==> config.mk <==
export PLATFORM = sky130hd
export DESIGN_NAME = fifo_datos_10b
export DESIGN_NICKNAME = d
export VERILOG_FILES = /design/src/rtl/fifo_datos_10b_pkg.sv /design/src/rtl/fifo_datos_10b_memoria_fifo.sv /design/src/rtl/fifo_datos_10b.sv
export SDC_FILE = /design/constraint.sdc
export NUM_CORES = 1
export LEC_CHECK = 0
export ABC_AREA = 1
export CELL_PAD_IN_SITES_DETAIL_PLACEMENT = 2
export CELL_PAD_IN_SITES_GLOBAL_PLACEMENT = 2
export CORE_MARGIN = 2
export CORE_UTILIZATION = 37
export DETAILED_ROUTE_END_ITERATION = 6
export PLACE_DENSITY = 0.76
export RECOVER_POWER = 50
export SYNTH_ARGS = -nofsm -noshare
export SYNTH_HDL_FRONTEND = slang
export SYNTH_SLANG_ARGS = --single-unit
export TNS_END_PERCENT = 20
==> constraint.sdc <==
create_clock -name clk -period 2.8 [get_ports clk]
set_input_delay 0.84 -clock clk [delete_from_list [all_inputs] [get_ports clk]]
set_output_delay 0.84 -clock clk [all_outputs]
set_load 0.01 [all_outputs]
==> src/rtl/fifo_datos_10b_pkg.sv <==
// Shared sizing for the 10-bit data FIFO and the downstream counter stage.
// Holds default word/pointer widths and the derived depth.
package fifo_datos_10b_pkg;

  localparam int unsigned FIFO_DATA_W = 10;
  localparam int unsigned FIFO_ADDR_W = 3;
  localparam int unsigned FIFO_DEPTH  = 1 << FIFO_ADDR_W;

  function automatic int unsigned depth_of(input int unsigned aw);
    return 1 << aw;
  endfunction

endpackage

==> src/rtl/fifo_datos_10b_memoria_fifo.sv <==
// Register-file RAM: one synchronous write port, one combinational read port.
// Ports: clk, wr_en/wr_addr/wr_data (write), rd_addr -> rd_data (read).
module memoria_fifo
  import fifo_datos_10b_pkg::*;
#(
  parameter int unsigned DATA_WIDTH = FIFO_DATA_W,
  parameter int unsigned ADDR_WIDTH = FIFO_ADDR_W
) (
  input  logic                  clk,
  input  logic                  wr_en,
  input  logic [ADDR_WIDTH-1:0] wr_addr,
  input  logic [DATA_WIDTH-1:0] wr_data,
  input  logic [ADDR_WIDTH-1:0] rd_addr,
  output logic [DATA_WIDTH-1:0] rd_data
);

  localparam int unsigned DEPTH = depth_of(ADDR_WIDTH);

  // No reset: contents survive reset, only pointers are cleared.
  logic [DATA_WIDTH-1:0] r_mem [DEPTH];

  always_ff @(posedge clk) begin
    if (wr_en) r_mem[wr_addr] <= wr_data;
  end

  assign rd_data = r_mem[rd_addr];

endmodule

==> src/rtl/fifo_datos_10b.sv <==
// Synchronous 10-bit data FIFO feeding the word counter; flags + sticky error.
// Ports: clk, reset (async, low), push/data_in, pop, afull_thr/aempty_thr in;
//        data_out/valid_out, full, empty, almost_*, fifo_error, occupancy out.
module fifo_datos_10b
  import fifo_datos_10b_pkg::*;
#(
  parameter int unsigned DATA_WIDTH = FIFO_DATA_W,
  parameter int unsigned ADDR_WIDTH = FIFO_ADDR_W
) (
  input  logic                  clk,
  input  logic                  reset,
  input  logic                  push,
  input  logic [DATA_WIDTH-1:0] data_in,
  input  logic                  pop,
  input  logic [ADDR_WIDTH:0]   afull_thr,
  input  logic [ADDR_WIDTH:0]   aempty_thr,
  output logic [DATA_WIDTH-1:0] data_out,
  output logic                  valid_out,
  output logic                  full,
  output logic                  empty,
  output logic                  almost_full,
  output logic                  almost_empty,
  output logic                  fifo_error,
  output logic [ADDR_WIDTH:0]   occupancy
);

  localparam logic [ADDR_WIDTH:0] LP_DEPTH =
    (ADDR_WIDTH+1)'(depth_of(ADDR_WIDTH));

  logic [ADDR_WIDTH-1:0] r_wr_ptr;
  logic [ADDR_WIDTH-1:0] r_rd_ptr;
  logic [ADDR_WIDTH:0]   r_occ;
  logic [DATA_WIDTH-1:0] r_data;
  logic                  r_valid;
  logic                  r_err;
  logic [DATA_WIDTH-1:0] w_rd_data;
  logic                  w_pop_ok;
  logic                  w_push_ok;
  logic                  w_ovf;
  logic                  w_unf;

  assign empty = (r_occ == '0);
  assign full  = (r_occ == LP_DEPTH);

  // A pop frees a slot, so a full FIFO still takes a push alongside it.
  // Empty push+pop is not bypassed: the pop is an underflow.
  assign w_pop_ok  = pop & ~empty;
  assign w_push_ok = push & (~full | w_pop_ok);
  assign w_ovf     = push & full & ~w_pop_ok;
  assign w_unf     = pop & empty;

  memoria_fifo #(
    .DATA_WIDTH (DATA_WIDTH),
    .ADDR_WIDTH (ADDR_WIDTH)
  ) u_mem (
    .clk     (clk),
    .wr_en   (w_push_ok),
    .wr_addr (r_wr_ptr),
    .wr_data (data_in),
    .rd_addr (r_rd_ptr),
    .rd_data (w_rd_data)
  );

  always_ff @(posedge clk or negedge reset) begin
    if (!reset) begin
      r_wr_ptr <= '0;
      r_rd_ptr <= '0;
      r_occ    <= '0;
      r_data   <= '0;
      r_valid  <= 1'b0;
      r_err    <= 1'b0;
    end else begin
      if (w_push_ok) r_wr_ptr <= r_wr_ptr + 1'b1;
      if (w_pop_ok)  r_rd_ptr <= r_rd_ptr + 1'b1;
      if (w_push_ok && !w_pop_ok)      r_occ <= r_occ + 1'b1;
      else if (w_pop_ok && !w_push_ok) r_occ <= r_occ - 1'b1;
      // Zero data on idle cycles so the counter never sees stale words.
      r_valid <= w_pop_ok;
      r_data  <= w_pop_ok ? w_rd_data : '0;
      if (w_ovf || w_unf) r_err <= 1'b1;
    end
  end

  assign data_out     = r_data;
  assign valid_out    = r_valid;
  assign fifo_error   = r_err;
  assign occupancy    = r_occ;
  assign almost_full  = (r_occ >= afull_thr);
  assign almost_empty = (r_occ <= aempty_thr);

endmodule

Yosys cells after proc, flatten, opt, wreduce, memory -nomap -nowiden
Memories as Yosys holds them, arrays and structs flattened.
Index checks and enable logic that the tools add are counted.
{ "totals": {"reg_bits": 22, "mem_bits_rw": 80, "output_inout_bits": 20, "mem_count": 1} }
{ "op_classes": {"n_addsub": 4, "order_cmp": 2, "eq_ne": 1, "mux": 5, "n_bitwise": 9, "reduce_logical": 7} }
{ "memory_table": {"columns": ["name", "words", "word_bits", "rd", "rd_ports_with_merged_regs", "wr", "line_no", "text"], "rows": [
  ["u_mem.r_mem", 8, 10, 1, 0, 1, "fifo_datos_10b_memoria_fifo.sv:20", "logic [DATA_WIDTH-1:0] r_mem [DEPTH];"]
]} }
{ "op_table": {"columns": ["cell", "count"], "rows": [
  ["10-bit two-way mux", 1],
  ["4-bit two-way mux", 2],
  ["3-bit by 1-bit adder with 3-bit output (second input constant)", 2],
  ["1-bit AND", 5],
  ["4-bit by 1-bit adder with 4-bit output (second input constant)", 1],
  ["4-bit == test (second input constant)", 1],
  ["4-bit greater-or-equal comparator", 1],
  ["4-bit less-or-equal comparator", 1],
  ["4-bit logical NOT", 1],
  ["4-bit by 1-bit subtractor with 4-bit output (second input constant)", 1],
  ["1-bit inverter", 3],
  ["1-bit logical AND", 2],
  ["1-bit logical NOT", 2],
  ["1-bit two-way mux", 2],
  ["2-bit nonzero test", 1],
  ["1-bit logical OR", 1],
  ["1-bit OR", 1]
]} }

Depth between registers and ports, before layout
Gate-level depths: netlist of run 1.
{ "logic_depth": {"word_depth": 9, "mapped_depth": 13} }

By module
Synthesis of run 1 repeated with hierarchy kept, for this count alone.
{ "unflattened": {"hier_cells": 494, "area_unflattened_um2": 4822.1} }
{ "by_module_without_submodules": {"columns": ["mod", "instances", "cells_per_inst", "area_each_um2", "seq_area_each_um2"], "rows": [
  ["memoria_fifo", 1, 364, 3613.5, 2402.3],
  ["fifo_datos_10b", 1, 130, 1208.7, 550.5]
]} }

Worst setup path after synthesis of run 1
Ideal clock, no wire load.
{ "synth_timing": {"path_kind": "input to output", "startpoint": "input port afull_thr[1]", "endpoint": "output port almost_full", "t_arrival_ns": 1.503, "path_slack_ns": 0.457, "path_stages": 6, "cell_sequence": "inv_1 ha_1 inv_1 nor2_1 o211ai_1 nand3_1"} }
{ "synth_via": {"elab_chain_cells": 1} }
{ "synth_rtl": {"columns": ["item", "line_no", "text"], "rows": [
  ["start: declaration", "fifo_datos_10b.sv:15", "input logic [ADDR_WIDTH:0] afull_thr,"],
  ["4-bit greater-or-equal comparator", "fifo_datos_10b.sv:88", "assign almost_full = (r_occ >= afull_thr);"],
  ["end: declaration", "fifo_datos_10b.sv:21", "output logic almost_full,"]
]} }
No other way between the ends.

Worst setup path after layout of run 1
{ "layout_timing": {"startpoint": "input port afull_thr[2]", "endpoint": "output port almost_full"} }
Same word-level chain as after synthesis.

==> results of run 1 <==
final cells by class:
| cell class | instances | area share, % |
|---|---|---|
| Sequential cell | 102 | 52.3 |
| Multi-Input combinational cell | 249 | 22.7 |
| Timing Repair Buffer | 60 | 9.37 |
| Inverter | 106 | 7.07 |
| Clock buffer | 10 | 4.05 |
| Tap cell | 172 | 3.81 |
| Clock inverter | 6 | 0.687 |
metrics by stage:
| stage | worst slack (ps) | hold slack (ps) | total power [uW] | utilization [%] | cells |
|---|---|---|---|---|---|
| 2_1_floorplan | 457 | 508 | 3480 | - | 474 |
| 3_3_place_gp | -516 | 464 | 4190 | 42.7 | 689 |
| 3_5_place_dp | -617 | 459 | 4350 | 42.7 | 689 |
| 4_1_cts | 9.79 | 481 | 5560 | 45.2 | 705 |
| 5_1_grt | -40.6 | 520 | 5890 | 45.1 | 705 |
| 6_report | 17.8 | 481 | 5490 | 45.1 | 705 |
cells by family (layout without fill, tap and decap cells):
family                   after synthesis  in the layout
AND/OR/NAND/NOR                      219            219
buffers and inverters                123            182
flip-flops                           102            102
adder cells (fa/ha/maj)               14             14
AO/OA/AOI/OAI                         10             10
XOR/XNOR                               6              6
report_power, final:
part	switching, uW	internal, uW
combinational	1370	835
clock	557	600
sequential	203	1930
total	2130	3360
layer usage:
layer / wire length, um / GRT usage [%] / part of all wire [%]
met5: 0 / 0 / 0
met4: 320 / 8.47 / 2.4
met3: 329 / 2.99 / 2.5
met2: 7160 / 39.8 / 54
met1: 5380 / 24.1 / 41
worst max-delay path, stage by stage:
cell and delay (ps):
clkdlybuf4s50_1 450, inv_1 40, ha_1 280, o211ai_1 90, nand3_1 100, buf_2 140
state kept, by name, summed over array words and instances (netlist names):
register and cells:
r_wr_ptr 3, data_out 10, r_rd_ptr 3, fifo_error 1
valid_out 1, occupancy 4, u_mem.r_mem 80
layout by cell type (no fill, tap or decap), drive strengths merged:
master	instances
nand2	128
inv	105
edfxtp	80
nand3	57
clkdlybuf4s50	23
nor2	23
dfrtp	22
buf	18
clkbuf	13
ha	13
dlygate4sd3	11
nor3	8
o21ai	6
xnor2	5
clkinv	5
dlygate4sd2	4
a21oi	3
nand4	2
clkinvlp	2
o211ai	1
xor2	1
nand3b	1
fa	1
dlymetal6s2s	1
synthesized netlist by cell type:
cell type  number  area [um2]
fa_1            1        20.0
a21oi_1         3        15.0
clkbuf_1        1        3.75
o211ai_1        1        7.51
nand3_1        56         280
inv_2           2        7.51
nand3b_1        1        7.51
ha_1           13         163
inv_1         103         387
xor2_1          1        8.76
nor3_1          8        40.0
inv_4           1        6.26
nand2_1       127         477
nor2_4          1        11.3
nand4_1         2        12.5
xnor2_1         5        43.8
nor2_1         22        82.6
edfxtp_1       80        2400
buf_12          1        20.0
buf_6           5        56.3
nand2_4         1        11.3
dfrtp_1        22         551
o21ai_0         6        30.0
buf_2          10        50.1
nand3_4         1        17.5
worst paths after layout:
kind	start	to	slack [ps]
setup reg to reg	occupancy[1]$_DFFE_PN0P_	occupancy[3]$_DFFE_PN0P_	380
hold / removal	fifo_error$_DFFE_PN0P_	fifo_error$_DFFE_PN0P_	480
max in group asynchronous	reset	data_out[2]$_DFF_PN0_	530
min in group asynchronous	reset	valid_out$_DFF_PN0_	1390
setup / recovery	afull_thr[2]	almost_full	20
hold reg to reg	fifo_error$_DFFE_PN0P_	fifo_error$_DFFE_PN0P_	480
timing repair:
action / CTS / global route
pin swaps: 9 / 1
resized for setup: 23 / 4
setup endpoints to repair: 2 / 2
hold buffers: 0 / 0
setup buffers: 0 / 0
==> metrics.cfg, run 1 <==
[worst_hold_path]
min_path_cells = 1
hp-class = reg2reg

[global_routing]
grt_overflow = 0
track_usage_pct = 21.2
grt_pass1_wl_um = 20900
grt_antenna_before_repair = 0
grt_max_degree = 42
grt_pass1_vias = 4031

[detailed_routing]
wl_um = 13200
final_antenna_net_count = 0
drc = 0
viasPerCell = 4.86
drt-pass1-iter-count = 4
vias = 3426
drtIter0Drc = 162
wl_per_cell_um = 18.7

[power_and_ir_drop]
vdd_drop_max_v = 0.000456
powerDensity_nw_per_um2 = 972
power_leakage_uw = 0.00256

[synthesis]
synth-adder-area-share_pct = 3.88
synth_seq_area_share_pct = 62.7
synth_xor_area_share_pct = 1.12
synth_cell_types = 25
syn_avg_cell_area_um2 = 9.94
ys_ff_latch = 102
synth-simple-area-share_pct = 19.9
yosysWarningCount = 0
synthesis.area_um2 = 4710
synthMuxAreaShare_pct = 0
synth_compound_area_share_pct = 1.12
synth_fp_nets = 510
synth_cells = 474
synth_top_family_by_area = simple AND/OR/NAND/NOR gates

[finish]
syn2layout_area_growth_pct = 19.9
nFillCells = 1355
final_layout_size_suffix_gt1_share_pct = 9.19
n_antenna_cell = 0
stdcell_area_um2 = 5650
multi_input_area_um2 = 1280
nets = 564
seq_area_um2 = 2950

[critical_path]
cp.arrival_ps = 1940
reg2reg_depth = 13
crit_type = in2out
crit_path_end_kind = output port
cp_max_fo = 2
worst_ep_required_time_ps = 1960
start_kind = input pin

[sta]
fmax_mhz = 359
worst_slew_pin_slew_ps = 1510
final-setup-viol-count = 0
final.setup_skew_ps = 8.15
tns_ps = 0
rsz0062_at_grt = true
drv_slew = 22
hold_viol_final = 0
slew_headroom_pct = -0.427
fin_crit_sh_pct = 99.4
fin_crit_ps = 2780

[clocking]
cts_buffers = 9
clock_latency_ps = 350
cts.sinks = 102
cts_tree = built
clk_pin_slew_ps = 70
cts.path.max_buffers = 2
htreeDepth = 3
root_buffer = clkbuf_16

[run_status]
violations = max-capacitance violations, max-slew violations
outcome = finished with violations

[die]
die_area_um2 = 13700
start_util_pct = 37.6
die_y_um = 117
boundaryPins = 42
die_x_um = 117
num_rows = 41
core_um2 = 12500

[placed_design]
place_area_um2 = 5350
post-dp-hpwl_um = 8690
gp_congestion = 0.702
port_buffers = 41

[run]
drv_cap = 1

(Power assumes the default switching activity.)
==> run 2, diff against run 1 <==
CORE_UTILIZATION = 38   (was 37)
CTS_BUF_LIST = sky130_fd_sc_hd__clkbuf_8   (was default)
PLACE_DENSITY = 0.78   (was 0.76)
==> run 2 against run 1 <==
Compared with the run above:
- the flow now finishes without violations
- combinational power increased by 2%
- worst setup slack improved by 11 ps
- global-route usage increased by 0.078 points
- critical endpoint unchanged
- largest cell class unchanged
==> metrics.cfg, run 2 (same netlist as run 1, synthesis figures left out) <==
[run_status]
outcome = completed

[finish]
final_cell_mix = nand2_1, inv_1, edfxtp_1
largest_register_ffs = 80  ; unchanged
syn2layout_area_growth_pct = 18.3
nFillCells = 1302  ; -3.9%
stdcell_area_um2 = 5570  ; -1.4%
n_antenna_cell = 0  ; unchanged
top_register = u_mem.r_mem
seq_area_um2 = 2950  ; about the same
nets = 564  ; unchanged
final_common_cell = nand2_1
multi_input_area_um2 = 1300  ; +1.2%
instances_no_fill = 701  ; -0.57%
final_layout_size_suffix_gt1_share_pct = 9.57  ; +0.38 points

[sta]
hold_viol_final = 0  ; unchanged
slew_headroom_pct = 7.51  ; +7.9 points
fmax_mhz = 361  ; +0.41%
fin_crit_ps = 2770  ; -11.4 ps
final.setup_skew_ps = 9.05  ; +0.904 ps
tns_ps = 0  ; unchanged
rsz0062_at_grt = true
worst_slew_pin_slew_ps = 1390  ; -119 ps
drv_slew = 0  ; -100%
final-setup-viol-count = 0  ; unchanged
fin_crit_sh_pct = 99.0  ; -0.41 points
worst_slack_ps = 29.2  ; +11.4 ps

[critical_path]
critPathSlowestCell = clkdlybuf4s50_1
path_cells = clkdlybuf4s50_1 > inv_1 > ha_4 > nand4_1 > nand3_2 > buf_6
crit_path_end_kind = output port
max_stage_delay_ps = 460  ; about the same
cp.buffers_inverters = 3  ; unchanged
start_kind = input pin
reg2reg_depth = 13  ; unchanged
cp.arrival_ps = 1930  ; about the same
crit_type = in2out
worst_ep_required_time_ps = 1960  ; about the same
cp_max_fo = 2  ; unchanged
path_delay_family = buffers and inverters
cp.depth = 6  ; unchanged

[global_routing]
grt_max_degree = 42  ; unchanged
track_usage_pct = 21.3  ; +0.078 points
grt_antenna_before_repair = 0  ; unchanged
grt_pass1_wl_um = 20400  ; -2.7%
grt_overflow = 0  ; unchanged
grt_pass1_vias = 3723  ; -7.6%

[detailed_routing]
drtIter0Drc = 192  ; +19%
drc = 0  ; unchanged
vias = 3372  ; -1.6%
drt-pass1-iter-count = 4  ; unchanged
viasPerCell = 4.81  ; -1.0%
wl_um = 13100  ; -0.88%
final_antenna_net_count = 0  ; unchanged
wl_per_cell_um = 18.7  ; -0.31%

[power_and_ir_drop]
vdd_drop_max_v = 0.000333  ; -27%
power_frac_seq_pct = 40.3  ; +1.5 points
powerDensity_nw_per_um2 = 940  ; -3.3%
internal_power_uw = 3150  ; -6.2%
power.share.clock_pct = 16.6  ; -4.5 points
p_sw_uw = 2090  ; -2.0%
swShare_pct = 39.8  ; +1.0 points
comb_power_share_pct = 43.1  ; +2.9 points
totalPowerFinal_uw = 5240  ; -4.6%
power_leakage_uw = 0.00253  ; -1.2%

[die]
num_rows = 40  ; -2.4%
die_area_um2 = 13300  ; -2.5%
boundaryPins = 42  ; unchanged
die_x_um = 115  ; -1.3%
core_um2 = 12100  ; -3.6%
start_util_pct = 39.1  ; +1.4 points
die_y_um = 115  ; -1.3%

[clocking]
cts.sinks = 102  ; unchanged
cts.path.max_buffers = 2  ; unchanged
cts_buffers = 9  ; unchanged
htreeDepth = 3  ; unchanged
clock_latency_ps = 380  ; +30 ps
root_buffer = clkbuf_8
clk_pin_slew_ps = 90  ; +20 ps
cts_tree = built
postCtsHoldBufs = 0  ; unchanged

[worst_hold_path]
min_path_cells = 1  ; unchanged
hp-class = reg2reg

[placed_design]
dp_cells = 684  ; -0.73%
place_ws_ps = -607  ; +9.49 ps
place_area_um2 = 5340  ; -0.23%
post-dp-hpwl_um = 8500  ; -2.1%
port_buffers = 41  ; unchanged
gp_congestion = 0.719  ; +2.4%

[run]
drv_cap = 0  ; -1

## run 2: layer usage
metal | wire, um | global-route usage [%] | up-vias
met5 | 0 | 0 | -
li1 | - | - | 1588
met1 | 5520 | 25.4 | 1710
met2 | 6840 | 38.1 | 56
met3 | 430 | 3.53 | 18
met4 | 286 | 8.59 | 0
## run 2: cell type report
class / instances / share of cell area (%)
sequential: 102 / 53.0
clock inverter: 5 / 0.472
multi-input combinational: 249 / 23.3
inverter: 106 / 7.16
timing repair buffer: 60 / 9.54
clock buffer: 11 / 2.72
tap: 168 / 3.77
## run 2: final timing paths
| check | slack (ps) | end | start |
|---|---|---|---|
| hold / removal | 520 | fifo_error$_DFFE_PN0P_ | fifo_error$_DFFE_PN0P_ |
| hold reg to reg | 520 | fifo_error$_DFFE_PN0P_ | fifo_error$_DFFE_PN0P_ |
| setup reg to reg | 520 | occupancy[3]$_DFFE_PN0P_ | occupancy[1]$_DFFE_PN0P_ |
| min in group asynchronous | 1290 | data_out[9]$_DFF_PN0_ | reset |
| setup / recovery | 30 | almost_full | afull_thr[2] |
| max in group asynchronous | 610 | occupancy[1]$_DFFE_PN0P_ | reset |
## run 2: repair_timing
item | CTS | global route
resized for setup | 27 | 3
hold endpoints to repair | 0 | 0
pin swaps | 11 | 2
setup buffers | 0 | 1
setup endpoints to repair | 2 | 4
## run 2: through the flow
step	hold slack (ps)	utilization, %
after floorplan	508	-
after global placement	458	44.2
after detailed placement	505	44.2
after CTS	529	46.2
after global routing	554	46.2
final	519	46.2
## run 2: power groups by stage
stage | Sequential [uW] | Combinational [uW] | Clock (uW)
2_1_floorplan | 2140 | 1340 | 0
3_3_place_gp | 2130 | 2050 | 0
3_5_place_dp | 2150 | 2200 | 0
4_1_cts | 2130 | 2260 | 891
5_1_grt | 2150 | 2540 | 935
6_report | 2110 | 2260 | 870
